**src/rtl/exec_sequencer.sv**
```systemverilog
`default_nettype none
// ============================================================================
// Module   : exec_sequencer
// Purpose  : Fetch / execute / write-back sequencer for a simple 16-bit core.
//            Fetches instruction words into the IR, advances the PC, and emits
//            datapath strobes gated by the external decoder's enables.
// Options  : EXEC_SEQUENCER_RETIRE_CNT_EN adds a saturating retired-instruction
//            counter on output retire_cnt.
// Revision : 1.0 - initial release
// ============================================================================
module exec_sequencer (
    input  logic        clk,
    input  logic        rst_n,
    input  logic        run,
    input  logic        pc_clr,
    input  logic        imem_valid,
    input  logic [15:0] imem_rdata,
    input  logic [1:0]  cu_inst_type,
    input  logic        cu_reg_read,
    input  logic        cu_alu_enable,
    input  logic        cu_reg_write,
    output logic        imem_req,
    output logic [7:0]  pc,
    output logic [15:0] ir,
    output logic [5:0]  opcode,
    output logic        rf_read_en,
    output logic        alu_go,
    output logic        rf_write_en,
    output logic [1:0]  state,
`ifdef EXEC_SEQUENCER_RETIRE_CNT_EN
    output logic [15:0] retire_cnt,
`endif
    output logic        busy
);

    typedef enum logic [1:0] {
        ST_IDLE  = 2'b00,
        ST_FETCH = 2'b01,
        ST_EXEC  = 2'b10,
        ST_WB    = 2'b11
    } state_t;

    localparam logic [5:0] c_HALT_OPCODE = 6'b111111;
    localparam logic [1:0] c_NOP_TYPE    = 2'b00;

    state_t      r_state;
    logic [7:0]  r_pc;
    logic [15:0] r_ir;

    logic        w_is_halt;
    logic        w_is_nop;

    assign w_is_halt = (r_ir[15:10] == c_HALT_OPCODE);
    assign w_is_nop  = (cu_inst_type == c_NOP_TYPE);

    // Sequencer state, program counter and instruction register
    always_ff @(posedge clk or negedge rst_n) begin
        if (!rst_n) begin
            r_state <= ST_IDLE;
            r_pc    <= 8'd0;
            r_ir    <= 16'd0;
        end else begin
            case (r_state)
                ST_IDLE: begin
                    if (pc_clr) begin
                        r_pc <= 8'd0;
                    end
                    if (run) begin
                        r_state <= ST_FETCH;
                    end
                end
                ST_FETCH: begin
                    // Once a fetch has started it runs to completion; run is
                    // only re-examined at instruction boundaries.
                    if (imem_valid) begin
                        r_ir    <= imem_rdata;
                        r_pc    <= r_pc + 8'd1;
                        r_state <= ST_EXEC;
                    end
                end
                ST_EXEC: begin
                    if (w_is_halt) begin
                        r_state <= ST_IDLE;
                    end else if (w_is_nop) begin
                        r_state <= run ? ST_FETCH : ST_IDLE;
                    end else begin
                        r_state <= ST_WB;
                    end
                end
                ST_WB: begin
                    r_state <= run ? ST_FETCH : ST_IDLE;
                end
                default: begin
                    r_state <= ST_IDLE;
                end
            endcase
        end
    end

`ifdef EXEC_SEQUENCER_RETIRE_CNT_EN
    logic [15:0] r_retire_cnt;
    logic        w_retire;

    // An instruction retires when it leaves WB, or leaves EXEC as a NOP.
    // HALT is checked first so it never counts, even if decoded as NOP class.
    assign w_retire = (r_state == ST_WB) ||
                      ((r_state == ST_EXEC) && !w_is_halt && w_is_nop);

    // Saturating retired-instruction counter, cleared alongside the PC
    always_ff @(posedge clk or negedge rst_n) begin
        if (!rst_n) begin
            r_retire_cnt <= 16'd0;
        end else if ((r_state == ST_IDLE) && pc_clr) begin
            r_retire_cnt <= 16'd0;
        end else if (w_retire && (r_retire_cnt != 16'hFFFF)) begin
            r_retire_cnt <= r_retire_cnt + 16'd1;
        end
    end

    assign retire_cnt = r_retire_cnt;
`endif

    // Datapath strobes follow the state directly so EXEC/WB act in-cycle
    always_comb begin
        rf_read_en  = 1'b0;
        alu_go      = 1'b0;
        rf_write_en = 1'b0;
        case (r_state)
            ST_EXEC: begin
                rf_read_en = cu_reg_read;
                alu_go     = cu_alu_enable;
            end
            ST_WB: begin
                rf_write_en = cu_reg_write;
            end
            default: begin
                rf_read_en  = 1'b0;
                alu_go      = 1'b0;
                rf_write_en = 1'b0;
            end
        endcase
    end

    assign imem_req = (r_state == ST_FETCH);
    assign busy     = (r_state != ST_IDLE);
    assign state    = r_state;
    assign pc       = r_pc;
    assign ir       = r_ir;
    assign opcode   = r_ir[15:10];

endmodule
`default_nettype wire

```
**config.mk**
```make
export PLATFORM = sky130hd
export DESIGN_NAME = exec_sequencer
export DESIGN_NICKNAME = d
export VERILOG_FILES = /design/src/rtl/exec_sequencer.sv
export SDC_FILE = /design/constraint.sdc
export NUM_CORES = 1
export LEC_CHECK = 0
export CAP_MARGIN = 10
export CELL_PAD_IN_SITES_DETAIL_PLACEMENT = 0
export CELL_PAD_IN_SITES_GLOBAL_PLACEMENT = 2
export CORE_ASPECT_RATIO = 0.75
export CORE_MARGIN = 8
export CORE_UTILIZATION = 21
export DETAILED_ROUTE_END_ITERATION = 16
export PLACE_DENSITY_LB_ADDON = 0.1
export SLEW_MARGIN = 20
export SYNTH_ARGS = -nofsm -noshare
export SYNTH_HDL_FRONTEND = slang
export SYNTH_SLANG_ARGS = --single-unit
```
**constraint.sdc**
```tcl
create_clock -name clk -period 1.4 [get_ports clk]
set_input_delay 0.14 -clock clk [delete_from_list [all_inputs] [get_ports clk]]
set_output_delay 0.14 -clock clk [all_outputs]
set_load 0.1 [all_outputs]
```
==> flow_summary.json, run 1 <==
{
  "die_area_mm2": 0.00871,
  "synth-seq-area-share_pct": 52.0,
  "numCtsBuffers": 3,
  "vert_die_dim_um": 82.8,
  "rsz_0062_raised_after_global_routing": "yes",
  "first_pass_iters": 4,
  "grt_first_pass_wirelength_um": 6480,
  "postLayoutSetupSlackWorst_ps": -145,
  "synthDistinctLibCells": 31,
  "grt.total_usage_pct": 9.16,
  "final_layout_size_suffix_gt1_share_pct": 62.8,
  "ant_nets": 0,
  "cp-end-kind": "primary output",
  "holdCritPathClass": "input pin to async pin",
  "synthTopCellsByArea": "sky130_fd_sc_hd__dfrtp_1 52%, sky130_fd_sc_hd__mux2_2 14%, sky130_fd_sc_hd__buf_4 4.2%, sky130_fd_sc_hd__mux2i_1 3.2%, sky130_fd_sc_hd__a21oi_1 1.6%",
  "violated_checks": "negative setup slack",
  "drcViolationCount": 0,
  "cts_sinks": 26,
  "worst_setup_slack_before_clock_tree_synthesis_ps": -148,
  "synth_largest_type_area_fraction_pct": 52.0,
  "place.detailed.hpwl_um": 3080,
  "final_nets": 211,
  "grt_max_degree": 27,
  "cts-htree-levels": 1,
  "drt_first_iter_violations": 27,
  "timing.setup.tns_ps": -544,
  "routedWlPerCell_um": 15.0,
  "area_of_the_mapped_netlist_mm2": 0.00125,
  "initial_utilization_pct": 21.6,
  "synthesis.yosys.warnings": 0,
  "timing.critical_path.from_type": "flop",
  "worst_skew_pair.late_latency_ps": 270,
  "worst-slew-pin-transition_ps": 427,
  "cts_root_buf": "sky130_fd_sc_hd__clkbuf_8",
  "cts.path.max_buffers": 2,
  "row_count": 24,
  "drt-vias-per-instance": 4.17,
  "layoutNonFillerInstCount": 261,
  "worst_slew_margin_rel_pct": 71.0,
  "postSynthCellCount": 105,
  "layout-area-overhead-vs-synth_pct": 115,
  "status": "finished with violations",
  "antenna_violations_before_repair": 0,
  "global_placer_s_final_weighted_congestion": 0.733,
  "synthesis.nets": 132,
  "die_x_um": 105,
  "synthesis.area_per_instance_um2": 11.9,
  "core_region_area_mm2": 0.00580,
  "hold_violation_count_in_the_final_report": 0,
  "via_count": 1089,
  "number_of_global_route_vias_before_repair": 1185,
  "clock_pin_slew_on_the_worst_setup_and_hold_paths_ps": 90,
  "tritoncts": "done",
  "drv_cap": 0,
  "numPlacedInstances": 245,
  "path_class": "flop to primary output",
  "design.portCount": 63,
  "timing.fmax_mhz": 647,
  "insertedDiodeCount": 0,
  "clock-skew-final_ps": 3.94,
  "global_route.overflow_total": 0,
  "crit_arrival_ps": 1410,
  "worst-endpoint-required_ps": 1260,
  "timing.hold.ws_ps": 235,
  "postCtsHoldBufs": 0,
  "buffer_ports.inserted": 62,
  "routed_wl_um": 3930,
  "critical_path.max_fanout": 3,
  "synth.largest_area_cell": "sky130_fd_sc_hd__dfrtp_1",
  "fin_crit_sh_pct": 110,
  "timing_max_transition_violations_final": 0,
  "postSynthRegisterBits": 26,
  "fin_crit_ps": 1550,
  "setup_viol": 7
}
[synthesized netlist by cell type (all sizes together)]
cell type,number
o31ai,1
nand2b,2
nand4b,1
mux2i,4
and3,1
inv,4
xor2,1
nor4,2
o32ai,1
o21a,1
or2,1
mux2,16
and2b,1
nand2,4
o21ai,4
nor3b,2
or3b,1
a21oi,4
buf,10
or3,2
or4,1
nand3b,2
nor2,5
ha,1
nand4,2
nand3,4
o41ai,1
dfrtp,26
[cells by family after synthesis]
| group | Yosys count | synth area share [%] |
|---|---|---|
| buffers and inverters | 14 | 7.10 |
| adders and majority gates | 1 | 1.00 |
| DFF | 26 | 52.0 |
| AOI/OAI and AO/OA | 12 | 5.80 |
| muxes | 20 | 17.6 |
| and+or+nand+nor | 31 | 15.8 |
| xor gates and xnor gates | 1 | 0.700 |
[through the flow]
stage	instance area (um2)	utilization, %
after detailed placement	2390	41.2
after CTS	2550	43.9
after floorplan	1320	-
after global placement	2390	41.2
after global routing	2690	46.4
final	2690	46.4
[worst paths after layout]
kind	slack (ps)	depth (start not counted)	to	start
max in group asynchronous	880	2	state[1]	rst_n
worst max-delay path	-150	4	rf_read_en	state[1]
min in group clk	470	2	ir[6]	imem_rdata[6]
worst max register to register	-130	4	pc[5]	state[1]
worst min register to register	570	2	pc[1]	pc[1]
worst min-delay path	230	2	state[0]	rst_n
[timing repair]
action                                  CTS  global route
endpoints found under the setup margin   15            28
gates resized for setup                  13            18
pin swaps                                 5             5
setup buffers                             4             8
[sequential cells by signal, summed over array words and instances, names as in the netlist]
name   cells
ir        16
state      2
pc         8
[worst max-delay path, cell delays in order (launching register included)]
cell and delay [ps]:
sky130_fd_sc_hd__dfrtp_4 430, sky130_fd_sc_hd__buf_6 100, sky130_fd_sc_hd__clkinvlp_4 130, sky130_fd_sc_hd__nor3b_4 270, sky130_fd_sc_hd__buf_12 210
[cell usage in the layout, fill, tap and decap left out, types with 2 or more instances in the layout]
| master | n |
|---|---|
| sky130_fd_sc_hd__buf_4 | 15 |
| sky130_fd_sc_hd__a21oi_2 | 3 |
| sky130_fd_sc_hd__clkbuf_8 | 3 |
| sky130_fd_sc_hd__nand2_1 | 4 |
| sky130_fd_sc_hd__nor4_4 | 2 |
| sky130_fd_sc_hd__nand3b_4 | 2 |
| sky130_fd_sc_hd__dfrtp_4 | 2 |
| sky130_fd_sc_hd__mux2_2 | 16 |
| sky130_fd_sc_hd__nand3_1 | 4 |
| sky130_fd_sc_hd__clkdlybuf4s50_1 | 25 |
| sky130_fd_sc_hd__nand2b_1 | 2 |
| sky130_fd_sc_hd__buf_6 | 5 |
| sky130_fd_sc_hd__inv_1 | 3 |
| sky130_fd_sc_hd__or3_4 | 2 |
| sky130_fd_sc_hd__nor2_1 | 5 |
| sky130_fd_sc_hd__mux2i_1 | 3 |
| sky130_fd_sc_hd__buf_12 | 38 |
| sky130_fd_sc_hd__nor3b_4 | 2 |
| sky130_fd_sc_hd__o21ai_0 | 2 |
| sky130_fd_sc_hd__dfrtp_2 | 13 |
| sky130_fd_sc_hd__dfrtp_1 | 11 |
| sky130_fd_sc_hd__nand4_1 | 2 |
[layer usage]
metal | vias to the layer above | global-route usage, % | part of all wire [%] | routed length [um]
li1 | 523 | - | - | -
met2 | 39 | 15.0 | 51 | 2000
met4 | 0 | 2.71 | 1.0 | 41
met3 | 2 | 3.86 | 7.9 | 309
met1 | 525 | 10.6 | 40 | 1570
met5 | - | 0 | 0 | 0
[cell type report]
class,instances,area (um2)
fillers,501,3110
clock buffers,3,41.3
inverters,4,18.8
multi-input cells,65,631
repair buffers,84,1190
well taps,78,97.6
flip-flops and latches,26,674
clock inverters,1,30.0
Power of run 1 is not shown: default switching activity piles up to over one toggle a cycle in this logic, so the estimate is an artifact.
==> run 2, diff against run 1 <==
--- a/config.mk
+++ b/config.mk
@@ -12,7 +12,7 @@
 export CORE_MARGIN = 8
 export CORE_UTILIZATION = 21
 export DETAILED_ROUTE_END_ITERATION = 16
-export PLACE_DENSITY_LB_ADDON = 0.1
+export PLACE_DENSITY = 0.81
 export SLEW_MARGIN = 20
 export SYNTH_ARGS = -nofsm -noshare
 export SYNTH_HDL_FRONTEND = slang
==> run 2 against run 1 <==
Compared with the run above:
- the run still ends with negative setup slack left
- flip-flop and latch count unchanged
- first-iteration DRC count grew 11%
- hold slack worse by 1.6 ps
- maximum frequency fell by 0.73%
- sequential share of layout area grew 0.62 points
- register-to-register slack got worse by 30 ps
- design area decreased by 2.4%
- final cell count decreased by 1.9%
- non-clock buffer count shrank 5
- clock-buffer cell count stayed put
- critical path type is now flop to flop
==> flow_summary.json, run 2 (synthesis results as in run 1) <==
{
  "die_x_um": 105,
  "place.detailed.hpwl_um": 3070,
  "final_util_pct": 45.3,
  "post-route-cell-area_mm2": 0.00262,
  "layoutNonFillerInstCount": 256,
  "grt_first_pass_wirelength_um": 6440,
  "ant_nets": 0,
  "cts_sinks": 26,
  "cts.path.max_buffers": 2,
  "die_area_mm2": 0.00871,
  "timing.critical_path.from_type": "flop",
  "tritoncts": "done",
  "nFillCells": 537,
  "drt_first_iter_violations": 30,
  "worst_skew_pair.late_latency_ps": 270,
  "mostFrequentLayoutCell": "sky130_fd_sc_hd__buf_12",
  "clock-skew-final_ps": 11.4,
  "ff2ff_setup_slack_ps": -160,
  "drcViolationCount": 0,
  "final_layout_size_suffix_gt1_share_pct": 60.7,
  "timing.hold.ws_ps": 233,
  "routedWlPerCell_um": 15.0,
  "antenna_violations_before_repair": 0,
  "insertedDiodeCount": 0,
  "initial_utilization_pct": 21.6,
  "grt.total_usage_pct": 9.07,
  "violated_checks": "negative setup slack",
  "cts_root_buf": "sky130_fd_sc_hd__clkbuf_8",
  "postCtsHoldBufs": 0,
  "final_nets": 206,
  "core_region_area_mm2": 0.00580,
  "design.portCount": 63,
  "postLayoutSetupSlackWorst_ps": -156,
  "drv_cap": 0,
  "via_count": 1079,
  "rsz_0062_raised_after_global_routing": "yes",
  "numCtsBuffers": 3,
  "layout-area-overhead-vs-synth_pct": 110,
  "worst-endpoint-required_ps": 1560,
  "crit_arrival_ps": 1710,
  "fin_crit_sh_pct": 111,
  "row_count": 24,
  "global_route.overflow_total": 0,
  "vert_die_dim_um": 82.8,
  "mostFrequentLayoutCells": "37 x sky130_fd_sc_hd__buf_12, 25 x sky130_fd_sc_hd__clkdlybuf4s50_1, 16 x sky130_fd_sc_hd__mux2_2",
  "worst-slew-pin-transition_ps": 354,
  "fin_crit_ps": 1560,
  "cp-end-kind": "flop",
  "status": "finished with violations",
  "hold_violation_count_in_the_final_report": 0,
  "cts-htree-levels": 1,
  "worst_slew_margin_rel_pct": 76.4,
  "number_of_global_route_vias_before_repair": 1207,
  "drt-vias-per-instance": 4.21,
  "first_pass_iters": 4,
  "clock_pin_slew_on_the_worst_setup_and_hold_paths_ps": 100,
  "critical_path.max_fanout": 11,
  "largest_register_ff_count": 16,
  "global_placer_s_final_weighted_congestion": 0.693,
  "path_class": "flop to flop",
  "buffer_ports.inserted": 62,
  "routed_wl_um": 3840,
  "timing.fmax_mhz": 642,
  "setup_viol": 26,
  "holdCritPathClass": "input pin to async pin",
  "numPlacedInstances": 244,
  "grt_max_degree": 27,
  "placed_area_mm2": 0.00238,
  "timing_max_transition_violations_final": 0
}
[run 2: area by class of cell]
type | instances | area, um2 | area share [%]
Tap cell | 78 | 97.6 | 3.72
Multi-Input combinational cell | 65 | 599 | 22.9
Timing Repair Buffer | 79 | 1160 | 44.3
Inverter | 4 | 18.8 | 0.716
Clock inverter | 1 | 30.0 | 1.15
Clock buffer | 3 | 41.3 | 1.57
Sequential cell | 26 | 674 | 25.7
[run 2: path summary, 6_finish.rpt]
kind                               start        to  depth (start not counted)
max                             state[1]    ir[10]                          5
min reg2reg                        ir[7]     ir[7]                          1
max reg2reg                     state[1]    ir[10]                          5
max in group asynchronous          rst_n  state[0]                          2
min in group clk           imem_rdata[0]     ir[0]                          2
min                                rst_n     pc[7]                          2
[run 2: worst max-delay path: stages, from the launching register on]
cell and delay (ps):
sky130_fd_sc_hd__dfrtp_4 510, sky130_fd_sc_hd__buf_4 150, sky130_fd_sc_hd__buf_6 110, sky130_fd_sc_hd__nand3b_4 210, sky130_fd_sc_hd__buf_6 190, sky130_fd_sc_hd__mux2_2 270
[run 2: metrics by stage]
step           TNS, ps  setup slack, ps
4_1_cts          -1250             -158
6_report         -3060             -156
3_3_place_gp     -1860             -150
5_1_grt          -4140             -235
3_5_place_dp     -1920             -126
2_1_floorplan    -5410             -481
[run 2: repair_timing]
| action | CTS | global route |
|---|---|---|
| setup endpoints to repair | 19 | 29 |
| gates cloned | 1 | 0 |
| buffers inserted | 7 | 1 |
| resized for setup | 14 | 8 |
| hold endpoints to repair | 0 | 0 |
| pin swaps | 6 | 4 |
[run 2: routing by layer]
layer | GRT usage (%) | vias to the layer above | routed length, um
met4 | 1.55 | 0 | 8
li1 | - | 512 | -
met3 | 3.63 | 2 | 214
met1 | 10.2 | 536 | 1610
met2 | 15.9 | 29 | 2010
met5 | 0 | - | 0
Power of run 2 is left out for the same reason.
==> run 3, diff against run 2 <==
--- a/config.mk
+++ b/config.mk
@@ -13,7 +13,6 @@
 export CORE_UTILIZATION = 21
 export DETAILED_ROUTE_END_ITERATION = 16
 export PLACE_DENSITY = 0.81
-export SLEW_MARGIN = 20
 export SYNTH_ARGS = -nofsm -noshare
 export SYNTH_HDL_FRONTEND = slang
 export SYNTH_SLANG_ARGS = --single-unit
==> results of run 3 <==
Same layout as run 2: the final DEF is identical, and so are final timing and power.
Power of run 3 is left out for the same reason.
